File: config.mk
export PLATFORM = sky130hd
export DESIGN_NAME = sum_collector
export DESIGN_NICKNAME = d
export VERILOG_FILES = /design/src/rtl/sum_collector.sv
export SDC_FILE = /design/constraint.sdc
export NUM_CORES = 1
export LEC_CHECK = 0
export CAP_MARGIN = 10
export CORE_ASPECT_RATIO = 0.7
export CORE_UTILIZATION = 40
export CTS_BUF_LIST = sky130_fd_sc_hd__clkbuf_16
export CTS_CLUSTER_SIZE = 24
export DETAILED_ROUTE_END_ITERATION = 10
export GPL_TIMING_DRIVEN = 1
export HOLD_SLACK_MARGIN = 0.02
export PLACE_DENSITY = 0.61
export SYNTH_ARGS = -nofsm -noshare
export SYNTH_HDL_FRONTEND = slang
export SYNTH_SLANG_ARGS = --single-unit
File: constraint.sdc
create_clock -name clk -period 2.6 [get_ports clk]
set_input_delay 0.39 -clock clk [delete_from_list [all_inputs] [get_ports clk]]
set_output_delay 0.39 -clock clk [all_outputs]
set_load 0.05 [all_outputs]
File: src/rtl/sum_collector.sv
// Result FIFO behind the 2-bit adder, with a running sum of accepted words and a refused-push counter.
// Optional feature: define ACC_SATURATE_EN to make the accumulator saturate instead of wrap.
module sum_collector #(
    parameter int DATA_W = 3,
    parameter int DEPTH  = 4,
    parameter int ACC_W  = 8
) (
    input  logic                     clk,
    input  logic                     rst_n,
    input  logic                     in_valid,
    input  logic [DATA_W-1:0]        in_data,
    output logic                     in_ready,
    output logic                     out_valid,
    output logic [DATA_W-1:0]        out_data,
    input  logic                     out_ready,
    output logic [$clog2(DEPTH):0]   count,
    output logic [ACC_W-1:0]         acc,
    output logic [7:0]               drop_cnt,
    input  logic                     clr
);

    localparam int PTR_W = $clog2(DEPTH);
    localparam int CNT_W = PTR_W + 1;

    logic [DATA_W-1:0] mem_q [DEPTH];
    logic [PTR_W-1:0]  wr_ptr_q, wr_ptr_d;
    logic [PTR_W-1:0]  rd_ptr_q, rd_ptr_d;
    logic [CNT_W-1:0]  count_q, count_d;
    logic [ACC_W-1:0]  acc_q, acc_d;
    logic [7:0]        drop_q, drop_d;
    logic              push, pop, refused;

    function automatic logic [ACC_W-1:0] acc_add(input logic [ACC_W-1:0] a,
                                                 input logic [DATA_W-1:0] d);
        logic [ACC_W:0] sum;
        sum = {1'b0, a} + (ACC_W+1)'(d);
`ifdef ACC_SATURATE_EN
        acc_add = sum[ACC_W] ? {ACC_W{1'b1}} : sum[ACC_W-1:0];
`else
        acc_add = sum[ACC_W-1:0];
`endif
    endfunction

    function automatic logic [7:0] sat_inc8(input logic [7:0] v);
        sat_inc8 = (v == 8'hFF) ? v : v + 8'd1;
    endfunction

    // Handshake flags decode from registered occupancy only.
    assign in_ready  = (count_q != CNT_W'(DEPTH));
    assign out_valid = (count_q != '0);
    assign out_data  = mem_q[rd_ptr_q];
    assign count     = count_q;
    assign acc       = acc_q;
    assign drop_cnt  = drop_q;

    assign push    = in_valid & in_ready;
    assign pop     = out_valid & out_ready;
    assign refused = in_valid & ~in_ready;

    always_comb begin
        wr_ptr_d = wr_ptr_q + PTR_W'(push);
        rd_ptr_d = rd_ptr_q + PTR_W'(pop);
        count_d  = count_q;
        case ({push, pop})
            2'b10:   count_d = count_q + CNT_W'(1);
            2'b01:   count_d = count_q - CNT_W'(1);
            default: count_d = count_q;
        endcase
        acc_d  = acc_q;
        drop_d = drop_q;
        // clr overrides both counters; a word pushed alongside clr seeds the new sum.
        if (clr) begin
            acc_d  = push ? ACC_W'(in_data) : '0;
            drop_d = '0;
        end else begin
            if (push)    acc_d  = acc_add(acc_q, in_data);
            if (refused) drop_d = sat_inc8(drop_q);
        end
    end

    always_ff @(posedge clk or negedge rst_n) begin
        if (!rst_n) begin
            wr_ptr_q <= '0;
            rd_ptr_q <= '0;
            count_q  <= '0;
            acc_q    <= '0;
            drop_q   <= '0;
        end else begin
            wr_ptr_q <= wr_ptr_d;
            rd_ptr_q <= rd_ptr_d;
            count_q  <= count_d;
            acc_q    <= acc_d;
            drop_q   <= drop_d;
        end
    end

    always_ff @(posedge clk) begin
        if (push) mem_q[wr_ptr_q] <= in_data;
    end

endmodule

==> results of run 1 <==
[flip-flops by register name, summed over array words and instances, names as in the netlist]
| name | cells |
|---|---|
| mem_q | 12 |
| acc | 8 |
| drop_cnt | 8 |
| count | 3 |
| rd_ptr_q | 2 |
| wr_ptr_q | 2 |
[cell type report]
class	instances	area (µm²)	area share, %
clock buffers	5	125.1	5.580
clock inverters	3	12.51	0.5580
inverters	7	26.28	1.172
multi-input cells	96	752.0	33.54
flip-flops and latches	35	935.9	41.74
well taps	52	65.06	2.902
repair buffers	33	325.3	14.51
[stage by stage]
stage               power (µW)  util, %  worst slack, ps  cell area (µm²)  instances
floorplan                 1467        -            17.22             1732        142
global placement          1737    52.07            307.4             2105        223
detailed placement        1761    52.07            279.7             2105        223
CTS                       2324    55.48            179.5             2242        231
global route              2418    55.48            134.6             2242        231
finish                    2289    55.48            204.4             2242        231
[layout by cell type, fill, tap and decap left out, drive strengths merged, types with 5 or more instances in the layout]
master         count
ha                 7
edfxtp            12
clkbuf             5
nor2              14
clkdlybuf4s50     31
mux2i              6
xor2               9
nand2              9
dfrtp             23
inv                9
and3               6
[power groups by stage]
stage               Sequential [µW]  Combinational [µW]  Clock (µW)
floorplan                       951                 516           0
global placement                813                 924           0
detailed placement              821                 939           0
CTS                             813                 944         567
global route                    831                 995         592
finish                          810                 933         546
[layer usage]
| metal | GRT usage [%] | part of all wire (%) | vias to the layer above |
|---|---|---|---|
| met5 | 0 | 0 | - |
| met4 | 9.949 | 1.8 | 0 |
| met3 | 4.800 | 4.6 | 5 |
| met2 | 24.58 | 44 | 26 |
| met1 | 25.73 | 50 | 579 |
| li1 | - | - | 585 |
[cell usage after synthesis (all sizes together)]
master,instances,share of area [%]
o22ai,3,1.1
or3b,1,0.51
or3,2,0.72
inv,7,1.5
buf,2,0.58
nand2,9,2.4
and2,1,0.36
a21o,1,0.43
dfrtp,23,33
mux4,3,3.9
nor2,14,3.0
a21oi,3,0.87
fa,2,2.3
xnor2,2,1.0
mux2i,6,3.5
and3,6,2.2
nand4,2,0.72
mux2,3,2.0
nor3,2,0.58
edfxtp,12,21
clkbuf,2,0.43
ha,7,5.1
nor2b,3,1.1
nor3b,3,1.3
nand2b,1,0.36
o2111ai,3,1.5
and4bb,1,0.72
o211ai,2,1.2
o31ai,1,0.43
xor2,9,4.6
nand3,3,0.87
o21ai,3,0.87
[worst reg2reg max path, cell delays in order (launching register included)]
cell                      delay [ps]
sky130_fd_sc_hd__dfrtp_1         410
sky130_fd_sc_hd__or3b_2          570
sky130_fd_sc_hd__nand2_4         170
sky130_fd_sc_hd__ha_1            200
sky130_fd_sc_hd__inv_1            60
sky130_fd_sc_hd__fa_1            380
sky130_fd_sc_hd__xor2_1          150
sky130_fd_sc_hd__nor2_1          110
sky130_fd_sc_hd__xor2_1          160
[logic make-up (layout without fill, tap and decap cells)]
family / after synthesis / count (layout)
simple gates: 48 / 48
flops: 35 / 35
compound gates: 16 / 16
mux: 12 / 12
xor+xnor: 11 / 11
buf+inv: 11 / 48
fa+ha+maj: 9 / 9
[worst min path at each step]
stage                               to             startpoint  cells past startpoint  slack (ps)
6_report       drop_cnt[5]$_DFFE_PN0P_                  rst_n                      2         480
3_5_place_dp     wr_ptr_q[1]$_DFF_PN0_  wr_ptr_q[1]$_DFF_PN0_                      1         520
2_1_floorplan       acc[0]$_DFFE_PN0P_                  rst_n                      0          90
3_3_place_gp      count[2]$_DFFE_PN0P_   count[2]$_DFFE_PN0P_                      1         510
4_1_cts        drop_cnt[5]$_DFFE_PN0P_                  rst_n                      2         500
5_1_grt        drop_cnt[6]$_DFFE_PN0P_                  rst_n                      2         510
==> run summary, run 1 <==
Critical path
• termination of the worst setup path: in_ready
• top fanout value on the critical path: 5
• cell-by-cell listing of the critical path: or3b_2, clkdlybuf4s50_1
• number of buffers and inverters on the critical path: 1
• required time of the critical path: 2210 ps
• nature of the critical path startpoint: flip-flop
• r2r startpoint: count[1]$_DFFE_PN0P_
• Setup Crit Path Kind: reg2out
• Max stage delay cell, worst path: sky130_fd_sc_hd__clkdlybuf4s50_1
• stage delay of the slowest cell on the critical path: 750 ps
• CP top delay family: buffers and inverters
• reg-to-reg slack, setup: 320 ps
• endpoint of the worst-slack reg-to-reg timing path: count[2]$_DFFE_PN0P_
• stages on the worst setup path: 2
• endpoint kind of the worst setup timing path: primary output
• beginning of the critical path: count[1]$_DFFE_PN0P_
• Worst R2R Path Depth: 8
• arrival time reported for the critical path endpoint: 2010 ps

Yosys
• syn avg cell area: 12.19 µm²
• Syn Nets: 159
• Yosys warning total: 0
• post-synthesis share of cell area spent on and, or, nand and nor gates: 14.81%
• cell count after synthesis: 142
• Post-Synthesis Cell Area: 1732 µm²
• fraction of synthesized cell area in xor and xnor cells: 5.564%
• dominant combinational cell family by area after synthesis: simple AND/OR/NAND/NOR gates
• share of the synthesized area in compound gates (AO/OA/AOI/OAI): 6.358%
• sequential-to-total area share from yosys stat: 54.05%
• portion of netlist area occupied by mux cells: 9.321%
• Synth cell types: 34
• synthesized-area fraction occupied by adder cells: 7.370%
• flip-flop and latch count after synthesis: 35

Timing
• min Tclk post-route: 2396 ps
• final count of negative-setup-slack endpoints: 0
• unrepaired setup endpoints after global routing: no
• Final Max Tran Viols: 0
• TNS Setup: 0 ps
• clk_skew: 1.920 ps
• transition time of the tightest slew-check pin: 549.2 ps
• achievable frequency: 417.4 MHz
• worst hold slack: 481.3 ps
• portion of the clock cycle consumed by the worst path in the final layout: 92.14%
• Hold Violations, Final: 0
• Rel. slew slack: 63.11%

Power
• clock power share: 23.9%
• Switching Fraction: 38.53%
• combinational power share: 40.8%
• cell-internal power: 1407 µW
• Pleak: 0.0009535 µW
• net switching power of the design: 881.8 µW
• Cell Pwr Density: 1021 nW/µm²
• sequential fraction of design power: 35.4%
• Peak VDD IR: 0.5334 mV

Floorplanning
• effective utilization at floorplan: 42.85%
• die boundary height: 57.05 µm
• Die X-Extent: 80.64 µm
• Placeable Area: 4041 µm²
• std cell rows: 19
• full die area: 4601 µm²
• number of ports placed on the die boundary: 32

Drt
• average routed wire per standard cell: 15.50 µm
• remaining antenna violation count: 0
• detailed-routing iteration count for the pre-antenna-repair pass: 4
• count of vias placed by the detailed router: 1195
• remaining design rule violation count: 0
• first-iteration detailed-routing DRC count: 61
• total length of routed wires: 3.581 mm
• detail-routed via count per cell: 5.173

Layout
• net count reported at finish: 195
• # fillers: 354
• n_diodes: 0
• area growth from synthesis to final layout: 29.48%
• share of post-route cells with drive strength above 1: 9.497%

Clock tree
• Post-CTS Resized: 0
• maximum clock insertion buffer count: 2
• TritonCTS clock tree: yes
• source-to-sink clock delay at the later pin of the worst-skew pair: 270 ps
• clock root buffer: sky130_fd_sc_hd__clkbuf_16
• Setup Fix Bufs, Post-CTS: 0
• Clock Pin Slew Worst Setup and Hold Paths: 50 ps
• total CTS buffers: 5
• clock sink total: 35
• hold buffer count at cts: 0
• CTS H-tree lvls: 2

Outcome
• result of the run: complete, no violations

Flow run
• max-capacitance violation count: 0

Global route
• number of antenna violations at the first check in global routing: 0
• Total Routing Usage GR: 17.94%
• via count of the first global-routing pass: 1191
• wire length of the first global-routing pass: 5.865 mm
• global-route congestion overflow total: 0
• maximum number of pins on one net before global-route repair: 24

Place
• number of buffers inserted by port buffering: 31
• half-perimeter wire length after placement: 2.688 mm
• routability-driven placement congestion ratio: 0.7847

Hold path
• Min-Delay Path Class: in2async

Note: power is estimated with default switching activity, not from simulation.
==> inputs of run 2 (changes only) <==
- PLACE_DENSITY: 0.61 -> 0.7
==> run summary, run 2 (synthesis results as in run 1) <==
Outcome
• result of the run: complete, no violations, unchanged

Layout
• net count reported at finish: 195, unchanged
• register ranked first by flip-flop count: mem_q, unchanged
• fin util: 55.54%, was 55.48%
• n_diodes: 0, unchanged
• flip-flop count of the largest register, all copies and words added: 12, unchanged
• most common cell after layout, fill and taps aside: sky130_fd_sc_hd__clkdlybuf4s50_1, unchanged
• area growth from synthesis to final layout: 29.62%, was 29.48%
• share of post-route cells with drive strength above 1: 9.497%, unchanged
• highest-count cells in the layout ignoring fill and taps: sky130_fd_sc_hd__clkdlybuf4s50_1, sky130_fd_sc_hd__dfrtp_1, sky130_fd_sc_hd__nor2_1, sky130_fd_sc_hd__edfxtp_1, sky130_fd_sc_hd__xor2_1, was sky130_fd_sc_hd__clkdlybuf4s50_1, sky130_fd_sc_hd__dfrtp_1, sky130_fd_sc_hd__nor2_1, sky130_fd_sc_hd__edfxtp_1

Critical path
• Worst R2R Path Depth: 8, unchanged
• cell-by-cell listing of the critical path: or3b_2, clkdlybuf4s50_1, unchanged
• endpoint of the worst-slack reg-to-reg timing path: count[2]$_DFFE_PN0P_, unchanged
• arrival time reported for the critical path endpoint: 2020 ps, was 2010 ps
• CP top delay family: buffers and inverters, unchanged
• endpoint kind of the worst setup timing path: primary output, unchanged
• r2r startpoint: count[1]$_DFFE_PN0P_, unchanged
• required time of the critical path: 2210 ps, about the same
• reg-to-reg slack, setup: 310 ps, was 320 ps
• number of buffers and inverters on the critical path: 1, unchanged
• stage delay of the slowest cell on the critical path: 740 ps, was 750 ps
• Max stage delay cell, worst path: sky130_fd_sc_hd__clkdlybuf4s50_1, unchanged
• nature of the critical path startpoint: flip-flop, unchanged
• top fanout value on the critical path: 5, unchanged
• Setup Crit Path Kind: reg2out, unchanged

Clock tree
• clock sink total: 35, unchanged
• source-to-sink clock delay at the later pin of the worst-skew pair: 280 ps, was 270 ps
• clock root buffer: sky130_fd_sc_hd__clkbuf_16, unchanged
• maximum clock insertion buffer count: 2, unchanged
• Setup Fix Bufs, Post-CTS: 0, unchanged
• total CTS buffers: 5, unchanged
• Post-CTS Resized: 0, unchanged
• Clock Pin Slew Worst Setup and Hold Paths: 60 ps, was 50 ps
• CTS H-tree lvls: 2, unchanged
• TritonCTS clock tree: yes, unchanged
• hold buffer count at cts: 0, unchanged

Power
• Switching Fraction: 38.61%, was 38.53%
• clock power share: 24.3%, was 23.9%
• Cell Pwr Density: 1021 nW/µm², about the same
• net switching power of the design: 884.8 µW, was 881.8 µW
• cell-internal power: 1407 µW, about the same
• sequential fraction of design power: 35.3%, was 35.4%
• Peak VDD IR: 0.8855 mV, was 0.5334 mV
• combinational power share: 40.3%, was 40.8%
• Pleak: 0.0009423 µW, was 0.0009535 µW

Drt
• top routing layer in use: met4, unchanged
• remaining design rule violation count: 0, unchanged
• remaining antenna violation count: 0, unchanged
• met2 routed WL: 1.487 mm, was 1.575 mm
• first-iteration detailed-routing DRC count: 66, was 61
• detail-routed via count per cell: 5.208, was 5.173
• count of vias placed by the detailed router: 1203, was 1195
• detailed-routing iteration count for the pre-antenna-repair pass: 4, unchanged
• detailed-routed wire length on met3: 151 µm, was 165 µm
• total length of routed wires: 3.296 mm, was 3.581 mm
• average routed wire per standard cell: 14.27 µm, was 15.50 µm
• post-route met1 wirelength: 1.602 mm, was 1.777 mm

Place
• half-perimeter wire length after placement: 2.474 mm, was 2.688 mm
• number of buffers inserted by port buffering: 31, unchanged
• routability-driven placement congestion ratio: 0.8515, was 0.7847

Global route
• Total Routing Usage GR: 16.82%, was 17.94%
• global-route congestion overflow total: 0, unchanged
• number of antenna violations at the first check in global routing: 0, unchanged
• via count of the first global-routing pass: 1202, was 1191
• maximum number of pins on one net before global-route repair: 24, unchanged
• wire length of the first global-routing pass: 5.685 mm, was 5.865 mm

Timing
• Rel. slew slack: 63.77%, was 63.11%
• portion of the clock cycle consumed by the worst path in the final layout: 92.58%, was 92.14%
• Final Max Tran Viols: 0, unchanged
• final count of negative-setup-slack endpoints: 0, unchanged
• clk_skew: 4.923 ps, was 1.920 ps
• unrepaired setup endpoints after global routing: no, unchanged
• TNS Setup: 0 ps, unchanged
• Hold Violations, Final: 0, unchanged
• achievable frequency: 415.4 MHz, was 417.4 MHz
• min Tclk post-route: 2407 ps, was 2396 ps
• transition time of the tightest slew-check pin: 542.3 ps, was 549.2 ps

Floorplanning
• die boundary height: 57.05 µm, unchanged
• effective utilization at floorplan: 42.85%, unchanged
• full die area: 4601 µm², unchanged
• Placeable Area: 4041 µm², unchanged
• std cell rows: 19, unchanged
• Die X-Extent: 80.64 µm, unchanged
• number of ports placed on the die boundary: 32, unchanged

Hold path
• Min-Delay Path Class: in2async, unchanged

Flow run
• max-capacitance violation count: 0, unchanged

[run 2: cell count changes in the layout (fill, tap and decap cells not counted)]
cell                         delta
sky130_fd_sc_hd__clkinv_1       +2
sky130_fd_sc_hd__inv_1          -2
sky130_fd_sc_hd__clkinv_2       -1
sky130_fd_sc_hd__clkinvlp_4     +1
[run 2: cell type report]
class | count | area (µm²)
clock buffers | 5 | 125.1
clock inverters | 3 | 15.01
fillers | 351 | 1797
flip-flops and latches | 35 | 935.9
inverters | 7 | 26.28
well taps | 52 | 65.06
multi-input cells | 96 | 752.0
repair buffers | 33 | 325.3
[run 2: power groups by stage]
stage	Sequential, µW	Clock (µW)	Combinational, µW
floorplan	951	0	516
CTS	812	570	936
global placement	811	0	913
global route	830	595	997
detailed placement	822	0	932
finish	810	558	924
[run 2: worst reg2reg max path: stages (launching register included)]
cell	delay (ps)
sky130_fd_sc_hd__dfrtp_1	420
sky130_fd_sc_hd__or3b_2	580
sky130_fd_sc_hd__nand2_4	180
sky130_fd_sc_hd__ha_1	200
sky130_fd_sc_hd__inv_1	60
sky130_fd_sc_hd__fa_1	370
sky130_fd_sc_hd__xor2_1	150
sky130_fd_sc_hd__nor2_1	110
sky130_fd_sc_hd__xor2_1	150
[run 2: per-layer routing]
metal | global-route usage (%) | up-vias
li1 | - | 582
met1 | 23.12 | 586
met2 | 25.18 | 28
met3 | 4.320 | 7
met4 | 7.653 | 0
met5 | 0 | -
[run 2: worst max path at each step]
stage                         start                   end  slack (ps)  cells after the start
6_report       count[1]$_DFFE_PN0P_              in_ready         190                      2
5_1_grt        count[0]$_DFFE_PN0P_              in_ready         140                      2
4_1_cts        count[2]$_DFFE_PN0P_              in_ready         170                      2
3_5_place_dp   count[2]$_DFFE_PN0P_  count[2]$_DFFE_PN0P_         300                      8
3_3_place_gp   count[0]$_DFFE_PN0P_  count[2]$_DFFE_PN0P_         350                      8
2_1_floorplan  count[2]$_DFFE_PN0P_  count[2]$_DFFE_PN0P_          20                      9
[run 2: stage by stage]
stage	cell area [µm²]	hold slack (ps)	total power, µW	worst slack (ps)	cells
floorplan	1732	94.41	1467	17.22	142
global placement	2105	511.5	1724	354.5	223
detailed placement	2105	525.9	1754	302.0	223
CTS	2245	474.1	2318	173.3	231
global route	2245	490.1	2421	137.5	231
finish	2245	462.1	2291	192.9	231
